===== config.mk =====
export PLATFORM = sky130hd
export DESIGN_NAME = mem_access_ctrl_flat
export DESIGN_NICKNAME = d
export VERILOG_FILES = /design/src/rtl/mem_access_ctrl_if.sv /design/src/rtl/mem_access_ctrl.sv /design/src/flat_wrapper.sv
export SDC_FILE = /design/constraint.sdc
export NUM_CORES = 1
export LEC_CHECK = 0
export CORE_AREA = 2 2 163 117
export CTS_CLUSTER_DIAMETER = 150
export DETAILED_ROUTE_END_ITERATION = 7
export DIE_AREA = 0 0 165 119
export PLACE_DENSITY_LB_ADDON = 0.25
export SETUP_SLACK_MARGIN = 0.3
export SLEW_MARGIN = 20
export SYNTH_ARGS = -nofsm -noshare
export SYNTH_HDL_FRONTEND = slang
export SYNTH_SLANG_ARGS = --single-unit
export TNS_END_PERCENT = 1

===== constraint.sdc =====
create_clock -name clock -period 2.7 [get_ports clock]
set_clock_uncertainty 0.1 [all_clocks]
set_input_delay 0.54 -clock clock [delete_from_list [all_inputs] [get_ports clock]]
set_output_delay 0.54 -clock clock [all_outputs]
set_load 0.01 [all_outputs]

===== src/rtl/mem_access_ctrl_if.sv =====
// ---------------------------------------------------------------------------
// mem_access_ctrl_if
//   Groups the request/response handshake from the pipeline and the start-
//   pulsed word-memory bus of the load/store controller into one bundle.
//
//   slave  : the controller's view (consumes requests and memory replies,
//            drives responses and memory commands).
//   master : the environment's view (pipeline issuing requests plus the data
//            memory answering accesses).
//
//   Signals
//     req_valid/req_ready       request handshake, accept = valid & ready
//     req_write/req_size/req_signed/req_address/req_wdata  request fields
//     resp_valid/resp_rdata/resp_error                     completion pulse
//     mem_start/mem_write_enabled/mem_address/mem_input_data  memory command
//     mem_valid/mem_output_data/mem_err_invalid_address       memory reply
// ---------------------------------------------------------------------------
interface mem_access_ctrl_if #(
    parameter int WORD_SIZE = 32
);
    logic                 req_valid;
    logic                 req_ready;
    logic                 req_write;
    logic [1:0]           req_size;
    logic                 req_signed;
    logic [WORD_SIZE-1:0] req_address;
    logic [WORD_SIZE-1:0] req_wdata;
    logic                 resp_valid;
    logic [WORD_SIZE-1:0] resp_rdata;
    logic [1:0]           resp_error;
    logic                 mem_start;
    logic                 mem_write_enabled;
    logic [WORD_SIZE-1:0] mem_address;
    logic [WORD_SIZE-1:0] mem_input_data;
    logic                 mem_valid;
    logic [WORD_SIZE-1:0] mem_output_data;
    logic                 mem_err_invalid_address;

    modport slave (
        input  req_valid, req_write, req_size, req_signed, req_address, req_wdata,
        input  mem_valid, mem_output_data, mem_err_invalid_address,
        output req_ready, resp_valid, resp_rdata, resp_error,
        output mem_start, mem_write_enabled, mem_address, mem_input_data
    );

    modport master (
        output req_valid, req_write, req_size, req_signed, req_address, req_wdata,
        output mem_valid, mem_output_data, mem_err_invalid_address,
        input  req_ready, resp_valid, resp_rdata, resp_error,
        input  mem_start, mem_write_enabled, mem_address, mem_input_data
    );
endinterface


===== src/rtl/mem_access_ctrl.sv =====
// ---------------------------------------------------------------------------
// mem_access_ctrl
//   Load/store stage in front of a word-addressed data memory. Converts byte-
//   addressed lw/lh/lb/sw/sh/sb requests into start-pulsed word accesses:
//   alignment check, lane extraction with sign/zero extension, read-modify-
//   write for sub-word stores, address-error capture and a wait timeout.
//   One request in flight; every accepted request ends in one resp_valid
//   pulse (unless reset intervenes).
//
//   Ports
//     clock  : rising-edge clock
//     reset  : synchronous, active-high
//     bus    : mem_access_ctrl_if.slave (request, response and memory bus)
//
//   resp_error: 00 ok, 01 misaligned, 10 invalid address, 11 timeout.
// ---------------------------------------------------------------------------
module mem_access_ctrl #(
    parameter int WORD_SIZE      = 32,
    parameter int TIMEOUT_CYCLES = 15
) (
    input  logic              clock,
    input  logic              reset,
    mem_access_ctrl_if.slave  bus
);

    localparam int CNT_W = $clog2(TIMEOUT_CYCLES + 1);

    localparam logic [1:0] SIZE_BYTE = 2'b00;
    localparam logic [1:0] SIZE_HALF = 2'b01;
    localparam logic [1:0] SIZE_WORD = 2'b10;

    localparam logic [1:0] ERR_OK       = 2'b00;
    localparam logic [1:0] ERR_MISALIGN = 2'b01;
    localparam logic [1:0] ERR_ADDRESS  = 2'b10;
    localparam logic [1:0] ERR_TIMEOUT  = 2'b11;

    typedef enum logic [2:0] {
        ST_IDLE     = 3'd0,
        ST_SETUP    = 3'd1,
        ST_START    = 3'd2,
        ST_WAIT     = 3'd3,
        ST_WR_SETUP = 3'd4,
        ST_WR_START = 3'd5,
        ST_RESP     = 3'd6
    } state_t;

    // Pick the addressed byte/half out of a memory word and extend it.
    function automatic logic [WORD_SIZE-1:0] extract_lane(
        input logic [WORD_SIZE-1:0] word,
        input logic [1:0]           size,
        input logic [1:0]           lane,
        input logic                 sgn
    );
        logic [7:0]           byte_s;
        logic [15:0]          half_s;
        logic [WORD_SIZE-1:0] res_s;
        case (lane)
            2'd0:    byte_s = word[7:0];
            2'd1:    byte_s = word[15:8];
            2'd2:    byte_s = word[23:16];
            2'd3:    byte_s = word[31:24];
            default: byte_s = 8'h00;
        endcase
        if (lane[1]) begin
            half_s = word[31:16];
        end else begin
            half_s = word[15:0];
        end
        case (size)
            SIZE_BYTE: res_s = {{24{sgn & byte_s[7]}}, byte_s};
            SIZE_HALF: res_s = {{16{sgn & half_s[15]}}, half_s};
            default:   res_s = word;
        endcase
        return res_s;
    endfunction

    // Overlay the low byte/half of the store data onto one lane of a word.
    function automatic logic [WORD_SIZE-1:0] merge_lane(
        input logic [WORD_SIZE-1:0] word,
        input logic [WORD_SIZE-1:0] wdata,
        input logic [1:0]           size,
        input logic [1:0]           lane
    );
        logic [WORD_SIZE-1:0] res_s;
        res_s = word;
        case (size)
            SIZE_BYTE: begin
                case (lane)
                    2'd0:    res_s[7:0]   = wdata[7:0];
                    2'd1:    res_s[15:8]  = wdata[7:0];
                    2'd2:    res_s[23:16] = wdata[7:0];
                    2'd3:    res_s[31:24] = wdata[7:0];
                    default: res_s        = word;
                endcase
            end
            SIZE_HALF: begin
                if (lane[1]) begin
                    res_s[31:16] = wdata[15:0];
                end else begin
                    res_s[15:0]  = wdata[15:0];
                end
            end
            default:   res_s = wdata;
        endcase
        return res_s;
    endfunction

    state_t               state_r;
    logic                 write_r;
    logic [1:0]           size_r;
    logic                 signed_r;
    logic [1:0]           lane_r;
    logic [WORD_SIZE-1:0] wdata_r;
    logic [CNT_W-1:0]     tmo_cnt_r;

    logic                 req_ready_r;
    logic                 resp_valid_r;
    logic [WORD_SIZE-1:0] resp_rdata_r;
    logic [1:0]           resp_error_r;
    logic                 mem_start_r;
    logic                 mem_we_r;
    logic [WORD_SIZE-1:0] mem_addr_r;
    logic [WORD_SIZE-1:0] mem_wdata_r;

    logic                 misalign_s;
    logic                 word_store_s;

    // Alignment of the request currently offered on the bus.
    always_comb begin
        misalign_s = 1'b0;
        case (bus.req_size)
            SIZE_BYTE: misalign_s = 1'b0;
            SIZE_HALF: misalign_s = bus.req_address[0];
            SIZE_WORD: misalign_s = (bus.req_address[1:0] != 2'b00);
            default:   misalign_s = 1'b1;
        endcase
    end

    // Full-word stores go straight to memory; sub-word stores need a read first.
    assign word_store_s = bus.req_write & (bus.req_size == SIZE_WORD);

    // Transaction sequencer; all bus outputs are registered here so the memory
    // command fields settle a full cycle before each mem_start pulse.
    always_ff @(posedge clock) begin
        if (reset) begin
            state_r      <= ST_IDLE;
            write_r      <= 1'b0;
            size_r       <= 2'b00;
            signed_r     <= 1'b0;
            lane_r       <= 2'b00;
            wdata_r      <= '0;
            tmo_cnt_r    <= '0;
            req_ready_r  <= 1'b1;
            resp_valid_r <= 1'b0;
            resp_rdata_r <= '0;
            resp_error_r <= ERR_OK;
            mem_start_r  <= 1'b0;
            mem_we_r     <= 1'b0;
            mem_addr_r   <= '0;
            mem_wdata_r  <= '0;
        end else begin
            case (state_r)
                ST_IDLE: begin
                    if (bus.req_valid && req_ready_r) begin
                        write_r     <= bus.req_write;
                        size_r      <= bus.req_size;
                        signed_r    <= bus.req_signed;
                        lane_r      <= bus.req_address[1:0];
                        wdata_r     <= bus.req_wdata;
                        req_ready_r <= 1'b0;
                        mem_addr_r  <= {2'b00, bus.req_address[WORD_SIZE-1:2]};
                        if (misalign_s) begin
                            // Rejected before any memory traffic.
                            mem_we_r     <= 1'b0;
                            resp_valid_r <= 1'b1;
                            resp_rdata_r <= '0;
                            resp_error_r <= ERR_MISALIGN;
                            state_r      <= ST_RESP;
                        end else begin
                            mem_we_r <= word_store_s;
                            if (word_store_s) begin
                                mem_wdata_r <= bus.req_wdata;
                            end else begin
                                mem_wdata_r <= mem_wdata_r;
                            end
                            state_r <= ST_SETUP;
                        end
                    end else begin
                        state_r <= ST_IDLE;
                    end
                end
                ST_SETUP: begin
                    // Memory flags the range error combinationally from mem_address.
                    if (bus.mem_err_invalid_address) begin
                        mem_we_r     <= 1'b0;
                        resp_valid_r <= 1'b1;
                        resp_rdata_r <= '0;
                        resp_error_r <= ERR_ADDRESS;
                        state_r      <= ST_RESP;
                    end else begin
                        mem_start_r <= 1'b1;
                        state_r     <= ST_START;
                    end
                end
                ST_START: begin
                    mem_start_r <= 1'b0;
                    if (write_r && (size_r == SIZE_WORD)) begin
                        mem_we_r     <= 1'b0;
                        resp_valid_r <= 1'b1;
                        resp_rdata_r <= '0;
                        resp_error_r <= ERR_OK;
                        state_r      <= ST_RESP;
                    end else begin
                        tmo_cnt_r <= '0;
                        state_r   <= ST_WAIT;
                    end
                end
                ST_WAIT: begin
                    if (bus.mem_valid) begin
                        if (write_r) begin
                            // Prepare the merged word now so it is stable through WR_SETUP.
                            mem_wdata_r <= merge_lane(bus.mem_output_data, wdata_r, size_r, lane_r);
                            mem_we_r    <= 1'b1;
                            state_r     <= ST_WR_SETUP;
                        end else begin
                            resp_valid_r <= 1'b1;
                            resp_rdata_r <= extract_lane(bus.mem_output_data, size_r, lane_r, signed_r);
                            resp_error_r <= ERR_OK;
                            state_r      <= ST_RESP;
                        end
                    end else begin
                        tmo_cnt_r <= tmo_cnt_r + {{(CNT_W-1){1'b0}}, 1'b1};
                        if (tmo_cnt_r == CNT_W'(TIMEOUT_CYCLES - 1)) begin
                            mem_we_r     <= 1'b0;
                            resp_valid_r <= 1'b1;
                            resp_rdata_r <= '0;
                            resp_error_r <= ERR_TIMEOUT;
                            state_r      <= ST_RESP;
                        end else begin
                            state_r <= ST_WAIT;
                        end
                    end
                end
                ST_WR_SETUP: begin
                    mem_start_r <= 1'b1;
                    state_r     <= ST_WR_START;
                end
                ST_WR_START: begin
                    mem_start_r  <= 1'b0;
                    mem_we_r     <= 1'b0;
                    resp_valid_r <= 1'b1;
                    resp_rdata_r <= '0;
                    resp_error_r <= ERR_OK;
                    state_r      <= ST_RESP;
                end
                ST_RESP: begin
                    resp_valid_r <= 1'b0;
                    resp_rdata_r <= '0;
                    resp_error_r <= ERR_OK;
                    mem_start_r  <= 1'b0;
                    mem_we_r     <= 1'b0;
                    req_ready_r  <= 1'b1;
                    state_r      <= ST_IDLE;
                end
                default: begin
                    resp_valid_r <= 1'b0;
                    mem_start_r  <= 1'b0;
                    mem_we_r     <= 1'b0;
                    req_ready_r  <= 1'b1;
                    state_r      <= ST_IDLE;
                end
            endcase
        end
    end

    assign bus.req_ready         = req_ready_r;
    assign bus.resp_valid        = resp_valid_r;
    assign bus.resp_rdata        = resp_rdata_r;
    assign bus.resp_error        = resp_error_r;
    assign bus.mem_start         = mem_start_r;
    assign bus.mem_write_enabled = mem_we_r;
    assign bus.mem_address       = mem_addr_r;
    assign bus.mem_input_data    = mem_wdata_r;

endmodule


===== src/flat_wrapper.sv =====
// flat-port wrapper written by rule: the top's interface ports become plain ports
module mem_access_ctrl_flat 
#(
    parameter int WORD_SIZE      = 32,
    parameter int TIMEOUT_CYCLES = 15
)
  (clock, reset, bus_req_valid, bus_req_write, bus_req_size, bus_req_signed, bus_req_address, bus_req_wdata, bus_mem_valid, bus_mem_output_data, bus_mem_err_invalid_address, bus_req_ready, bus_resp_valid, bus_resp_rdata, bus_resp_error, bus_mem_start, bus_mem_write_enabled, bus_mem_address, bus_mem_input_data);
  mem_access_ctrl_if #(.WORD_SIZE(WORD_SIZE)) bus_i ();
  input  logic clock;
  input  logic reset;
  input wire logic [$bits(bus_i.req_valid)-1:0] bus_req_valid;
  input wire logic [$bits(bus_i.req_write)-1:0] bus_req_write;
  input wire logic [$bits(bus_i.req_size)-1:0] bus_req_size;
  input wire logic [$bits(bus_i.req_signed)-1:0] bus_req_signed;
  input wire logic [$bits(bus_i.req_address)-1:0] bus_req_address;
  input wire logic [$bits(bus_i.req_wdata)-1:0] bus_req_wdata;
  input wire logic [$bits(bus_i.mem_valid)-1:0] bus_mem_valid;
  input wire logic [$bits(bus_i.mem_output_data)-1:0] bus_mem_output_data;
  input wire logic [$bits(bus_i.mem_err_invalid_address)-1:0] bus_mem_err_invalid_address;
  output wire logic [$bits(bus_i.req_ready)-1:0] bus_req_ready;
  output wire logic [$bits(bus_i.resp_valid)-1:0] bus_resp_valid;
  output wire logic [$bits(bus_i.resp_rdata)-1:0] bus_resp_rdata;
  output wire logic [$bits(bus_i.resp_error)-1:0] bus_resp_error;
  output wire logic [$bits(bus_i.mem_start)-1:0] bus_mem_start;
  output wire logic [$bits(bus_i.mem_write_enabled)-1:0] bus_mem_write_enabled;
  output wire logic [$bits(bus_i.mem_address)-1:0] bus_mem_address;
  output wire logic [$bits(bus_i.mem_input_data)-1:0] bus_mem_input_data;
  assign bus_i.req_valid = bus_req_valid;
  assign bus_i.req_write = bus_req_write;
  assign bus_i.req_size = bus_req_size;
  assign bus_i.req_signed = bus_req_signed;
  assign bus_i.req_address = bus_req_address;
  assign bus_i.req_wdata = bus_req_wdata;
  assign bus_i.mem_valid = bus_mem_valid;
  assign bus_i.mem_output_data = bus_mem_output_data;
  assign bus_i.mem_err_invalid_address = bus_mem_err_invalid_address;
  assign bus_req_ready = bus_i.req_ready;
  assign bus_resp_valid = bus_i.resp_valid;
  assign bus_resp_rdata = bus_i.resp_rdata;
  assign bus_resp_error = bus_i.resp_error;
  assign bus_mem_start = bus_i.mem_start;
  assign bus_mem_write_enabled = bus_i.mem_write_enabled;
  assign bus_mem_address = bus_i.mem_address;
  assign bus_mem_input_data = bus_i.mem_input_data;
  mem_access_ctrl #(.WORD_SIZE(WORD_SIZE), .TIMEOUT_CYCLES(TIMEOUT_CYCLES)) u_core (.clock(clock), .reset(reset), .bus(bus_i));
endmodule

# Word-level counts from Yosys, hierarchy flattened
# Cells that the tools add are included.
[totals] regBits=145 out_inout_bits=102 elab_cells=143
[op_classes] reduce_logical=21 eq_ne=28 bitwise_logic=6 n_addsub=1 muxes=72
[op_table] cell="32-bit two-way mux" n=12
[op_table] cell="32-bit case mux with 2 select lines" n=3
[op_table] cell="32-bit case mux with 5 select lines" n=1
[op_table] cell="16-bit two-way mux" n=7
[op_table] cell="8-bit two-way mux" n=8
[op_table] cell="8-bit case mux with 4 select lines" n=1
[op_table] cell="3-bit two-way mux" n=6
[op_table] cell="3-bit case mux with 6 select lines" n=1
[op_table] cell="1-bit two-way mux" n=16
[op_table] cell="2-bit two-way mux" n=8
[op_table] cell="7-bit AND reduction" n=2
[op_table] cell="2-bit != test (second input constant)" n=6
[op_table] cell="6-bit AND reduction" n=2
[op_table] cell="2-bit by 1-bit != test with 1-bit output (second input constant)" n=5
[op_table] cell="2-bit case mux with 5 select lines" n=1
[op_table] cell="3-bit equality test (second input constant)" n=3
[op_table] cell="2-bit equality test (second input constant)" n=4
[op_table] cell="4-bit two-way mux" n=2
[op_table] cell="4-bit case mux with 2 select lines" n=1
[op_table] cell="2-bit by 1-bit equality test with 1-bit output (second input constant)" n=3
[op_table] cell="3-bit by 2-bit equality test with 1-bit output (second input constant)" n=2
[op_table] cell="2-bit zero test" n=3
[op_table] cell="3-bit by 2-bit != test with 1-bit output (second input constant)" n=2
[op_table] cell="1-bit case mux with 3 select lines" n=2
[op_table] cell="17 further kinds" n=27

# Logic depth before layout (Yosys ltp)
[logic_depth] word_depth=11 ltp_mapped=8 mapped_depth_nobuf=6

# Worst setup path after synthesis
# No wires, ideal clock.
[synth_path] kind="in2reg" from="input bus_mem_output_data[31]" to="register u_core.resp_rdata_r[24], in the netlist u_core.bus.resp_rdata[24]" n_path_buf=2 required_time_ps=2466 path_slack_ps=676 arrival_ps=1790 setup_time_ps=134 path_stages=6 path_cell_list="mux4_2 and3_1 buf_2 o21ai_4 buf_4 o32ai_1"
[synth_via] elab_chain_len=10 word_cells_on_any_way=16 classes_between="mux (14); bitwise (2)"
[synth_rtl] element="start: declaration" line_no="flat_wrapper.sv:18" text="input wire logic [$bits(bus_i.mem_output_data)-1:0] bus_mem_output_data;"
[synth_rtl] element="8-bit case mux with 4 select lines / 16-bit two-way mux (equally long branches)" line_no="mem_access_ctrl.sv:57, mem_access_ctrl.sv:64"
[synth_rtl] element="8-bit two-way mux / 16-bit two-way mux (equally long branches)" line_no="mem_access_ctrl.sv:220" text="if (write_r) begin"
[synth_rtl] element="8-bit two-way mux / 16-bit two-way mux (equally long branches)" line_no="mem_access_ctrl.sv:219" text="if (bus.mem_valid) begin"
[synth_rtl] element="8-bit two-way mux / 16-bit two-way mux (equally long branches)" line_no="mem_access_ctrl.sv:162" text="case (state_r)"
[synth_rtl] element="8-bit two-way mux / 16-bit two-way mux (equally long branches)" line_no="mem_access_ctrl.sv:145" text="if (reset) begin"
[synth_rtl] element="1-bit bitwise AND, on equally long branches" line_no="mem_access_ctrl.sv:70, mem_access_ctrl.sv:71"
[synth_rtl] element="32-bit case mux with 2 select lines (*)" line_no="mem_access_ctrl.sv:69" text="case (size)"
[synth_rtl] element="32-bit two-way mux (*)" line_no="mem_access_ctrl.sv:220"
[synth_rtl] element="32-bit two-way mux (*)" line_no="mem_access_ctrl.sv:219"
[synth_rtl] element="32-bit case mux with 5 select lines (*)" line_no="mem_access_ctrl.sv:162"
[synth_rtl] element="end signal: assignment" line_no="mem_access_ctrl.sv:227" text="resp_rdata_r <= extract_lane(bus.mem_output_data, size_r, lane_r, signed_r);"
[synth_rtl] element="end: declaration" line_no="mem_access_ctrl.sv:118" text="logic [WORD_SIZE-1:0] resp_rdata_r;"
# Every way passes the cells marked *; elsewhere a longest branch is shown, timed or not. The select of a mux whose other input is x is not followed.
# A chain may end at the register's enable or synchronous reset.

# Worst setup path in the final report
[layout_path] from="register u_core.lane_r[0]" to="register u_core.mem_wdata_r[17], in the netlist u_core.bus.mem_input_data[17]"
[layout_via] elab_chain_len=6
[layout_rtl] element="start: declaration" line_no="mem_access_ctrl.sv:112" text="logic [1:0] lane_r;"
[layout_rtl] element="start signal: assignment" line_no="mem_access_ctrl.sv:168" text="lane_r <= bus.req_address[1:0];"
[layout_rtl] element="2-bit equality test" line_no="mem_access_ctrl.sv:88" text="case (lane)"
[layout_rtl] element="8-bit two-way mux" line_no="mem_access_ctrl.sv:88"
[layout_rtl] element="32-bit case mux with 2 select lines" line_no="mem_access_ctrl.sv:86" text="case (size)"
[layout_rtl] element="32-bit two-way mux" line_no="mem_access_ctrl.sv:220"
[layout_rtl] element="32-bit two-way mux" line_no="mem_access_ctrl.sv:219"
[layout_rtl] element="32-bit case mux with 2 select lines" line_no="mem_access_ctrl.sv:162"
[layout_rtl] element="end signal: assignment" line_no="mem_access_ctrl.sv:182" text="mem_wdata_r <= bus.req_wdata;"
[layout_rtl] element="end signal: assignment" line_no="mem_access_ctrl.sv:184" text="mem_wdata_r <= mem_wdata_r;"
[layout_rtl] element="end signal: assignment" line_no="mem_access_ctrl.sv:222" text="mem_wdata_r <= merge_lane(bus.mem_output_data, wdata_r, size_r, lane_r);"
[layout_rtl] element="end: declaration" line_no="mem_access_ctrl.sv:123" text="logic [WORD_SIZE-1:0] mem_wdata_r;"
# No other way between the ends. The select of a mux whose other input is x is not followed.

==> impl_metrics.ini <==
[place]
dp.final_hpwl_um = 17300
io_buffers = 204
dp_cells = 1252
gp_congestion = 0.904

[setup_path]
setup.worst_path.start = u_core.lane_r[0]
cp-end-kind = flop
r2r_slack_ns = 0.30
crit_path_top_delay_cell = nor2b_1
critical_path_class = flop to flop
cp-start-kind = flop
max_stage_delay_ns = 0.70
worstPathCellList = nor2b_1 -> nor3_2 -> a221o_1 -> a32o_1
r2r_end = u_core.bus.mem_input_data[17]
crit_end = u_core.bus.mem_input_data[17]
crit_fanout = 11
cp_data_arrival_time_ns = 2.61
ff2ff_path_depth = 4
r2r-start = u_core.lane_r[0]
cp.required_ns = 2.91

[clock_network]
cts.clk_slew.worst_paths_ns = 0.06
cts_setup_buffers = 0
clk_latency_ns = 0.42
cts_tree = done
cts.sinks = 145
hold_buffers = 0
cts_root_buf = clkbuf_16
cts_resized = 0
cts_buffers = 17
h-tree-depth = 4
cts_buffer_depth = 2

[global_route]
grt_pass1_vias = 6732
grt-ovfl-total = 0
grt_use_total_pct = 24.8
grt_pass1_wl_um = 37700
antenna_found_initial = 0
grt_max_degree = 72

[route]
drtIter0Drc = 733
wl_per_cell_um = 18.9
dr.pass1.iters = 5
dr.max_layer_used = met4
via_per_inst = 5.52
dr_wl_met2_um = 10200
drc = 0
wirelength_um = 24300
dr_total_vias = 7080
met3WireLength_um = 2270
m1WireLength_um = 11600
detail-route-antenna-nets = 0

[sta]
fmax_mhz = 417
max-slew-margin-rel_pct = 44.9
finalCritPeriodShare_pct = 88.7
fin_tns_setup_ns = 0
rsz0062_at_grt = true
setup_viol = 0
finalMaxSlewViolations = 0
finalHoldViolations = 0
tightest_slew_ns = 0.819
fin_crit_ns = 2.40
holdWs_ns = 0.351

[synth]
avgSynthCellArea_um2 = 8.36
ys_seq_area_share_pct = 40.8
synth_edf_count = 0
async_reset_ff_share_pct = 0
synth_seq_cells = 145
synth_ff_type = dfxtp_1
yosys_warnings = 0
synth_cell_type_count = 61
netlist_area_um2 = 7110
syn_inst = 851

[die]
rows = 42
fp.dieW_um = 165
pin_count = 207
die_h_um = 119
dieArea_um2 = 19600
fp.coreArea_um2 = 18300
start_util_pct = 38.8

[power_and_ir_drop]
vdd_drop_max_mv = 0.592
p_sw_mw = 2.80
p_leak_nw = 3.52
power.density_nw_per_um2 = 795
p_seq_share_pct = 33.7
switching_share_pct = 34.9
clock_power_share_pct = 32.2
p_int_mw = 5.22
comb_power_share_pct = 34.1

[layout]
seq_area_um2 = 2900
final_common_cell = clkdlybuf4s50_1
areaGrowthSynthToFinish_pct = 41.7
mostFrequentLayoutCells = clkdlybuf4s50_1, nand2_1, dfxtp_1
fin_util_pct = 55.0
multi_input_area_um2 = 3750
fillers = 1719
num_antenna_cells = 0
drive_above_1_share_pct = 8.07
fin_cells = 1283
nets = 1136

[run_status]
status = finished clean

[job]
max_cap_violations = 0

[min_path]
min_path_type = flop to flop
[registers in the layout, indices dropped and copies added (netlist names)]
register and flops:
u_core.bus.mem_start 1, u_core.bus.resp_rdata 32, u_core.bus.mem_input_data 32, u_core.tmo_cnt_r 4, u_core.state_r 3, u_core.write_r 1, u_core.bus.req_ready 1, u_core.bus.resp_valid 1
u_core.lane_r 2, u_core.bus.mem_write_enabled 1, u_core.wdata_r 32, u_core.signed_r 1, u_core.size_r 2, u_core.bus.resp_error 2, u_core.bus.mem_address 30
[synthesized netlist by cell type (all sizes together), types with 3 or more instances]
cell    instances  area, um^2
nand3b          5        41.3
a221o          22         220
nor2b          13        81.3
and3b           9        78.8
o21ai          30         161
inv            31         116
mux2i          26         260
o221ai         14         123
a21oi         104         524
o32ai          18         188
dfxtp         145        2900
buf            41         216
nand2         164         616
a32o           32         320
a31oi           3        18.8
nand2b         52         325
o211ai         27         203
nand3           5        25.0
a211oi         12        95.1
clkbuf         39         146
nor2           14        52.6
nor3            5        41.3
[layout make-up]
class,count,share of cell area (%)
well taps,242,3.00
multi-input cells,595,37.2
repair buffers,238,23.5
inverters,32,1.19
clock inverters,10,1.82
clock buffers,21,4.47
flip-flops and latches,145,28.8
[power groups by stage]
stage	clock (mW)	combinational, mW	sequential, mW
after floorplan	0	1.77	2.67
after global placement	0	2.70	2.73
after detailed placement	0	2.72	2.73
after CTS	2.62	2.73	2.69
after global routing	2.72	3.00	2.73
final	2.58	2.74	2.70
[routing by layer]
| layer | up-vias | global-route usage [%] |
|---|---|---|
| met5 | - | 0 |
| met4 | 0 | 5.11 |
| met3 | 20 | 7.91 |
| met2 | 298 | 35.3 |
| met1 | 3351 | 36.5 |
| li1 | 3411 | - |
[cell families (layout without fill, tap and decap cells)]
| family | count (synthesis) | in the layout | share of synthesized area (%) |
|---|---|---|---|
| simple gates | 281 | 281 | 19.4 |
| compound gates | 280 | 280 | 28.2 |
| flops | 145 | 145 | 40.8 |
| buf+inv | 112 | 301 | 6.79 |
| mux | 27 | 27 | 3.98 |
| xor+xnor | 3 | 3 | 0.369 |
| fa+ha+maj | 2 | 2 | 0.352 |
| other cells | 1 | 2 | 0.0527 |
[worst min-delay path by stage]
stage	from	end	slack, ns	cells after the start
6_report	u_core.bus.mem_address[21]	u_core.bus.mem_address[21]	0.35	2
4_1_cts	u_core.bus.mem_address[4]	u_core.bus.mem_address[4]	0.35	2
3_5_place_dp	u_core.bus.mem_address[6]	u_core.bus.mem_address[6]	0.35	2
3_3_place_gp	u_core.bus.mem_address[5]	u_core.bus.mem_address[5]	0.34	2
2_1_floorplan	u_core.wdata_r[17]	u_core.wdata_r[17]	0.34	2
5_1_grt	u_core.bus.mem_address[6]	u_core.bus.mem_address[6]	0.38	2
[stage by stage]
step / power [mW] / setup slack, ns / instance area (um^2)
final: 8.02 / 0.304 / 10100
after global routing: 8.45 / 0.250 / 10100
after CTS: 8.04 / 0.382 / 10100
after detailed placement: 5.45 / 0.107 / 9440
after global placement: 5.43 / 0.157 / 9440
after floorplan: 4.44 / 0.676 / 7120
[critical path, delay by kind of cell, from the launching register on]
| family | cells | cell delay [ns] |
|---|---|---|
| compound gates | 2 | 0.70 |
| simple gates | 2 | 0.93 |
| flops | 1 | 0.56 |
Power figures use the tool's default switching activity.
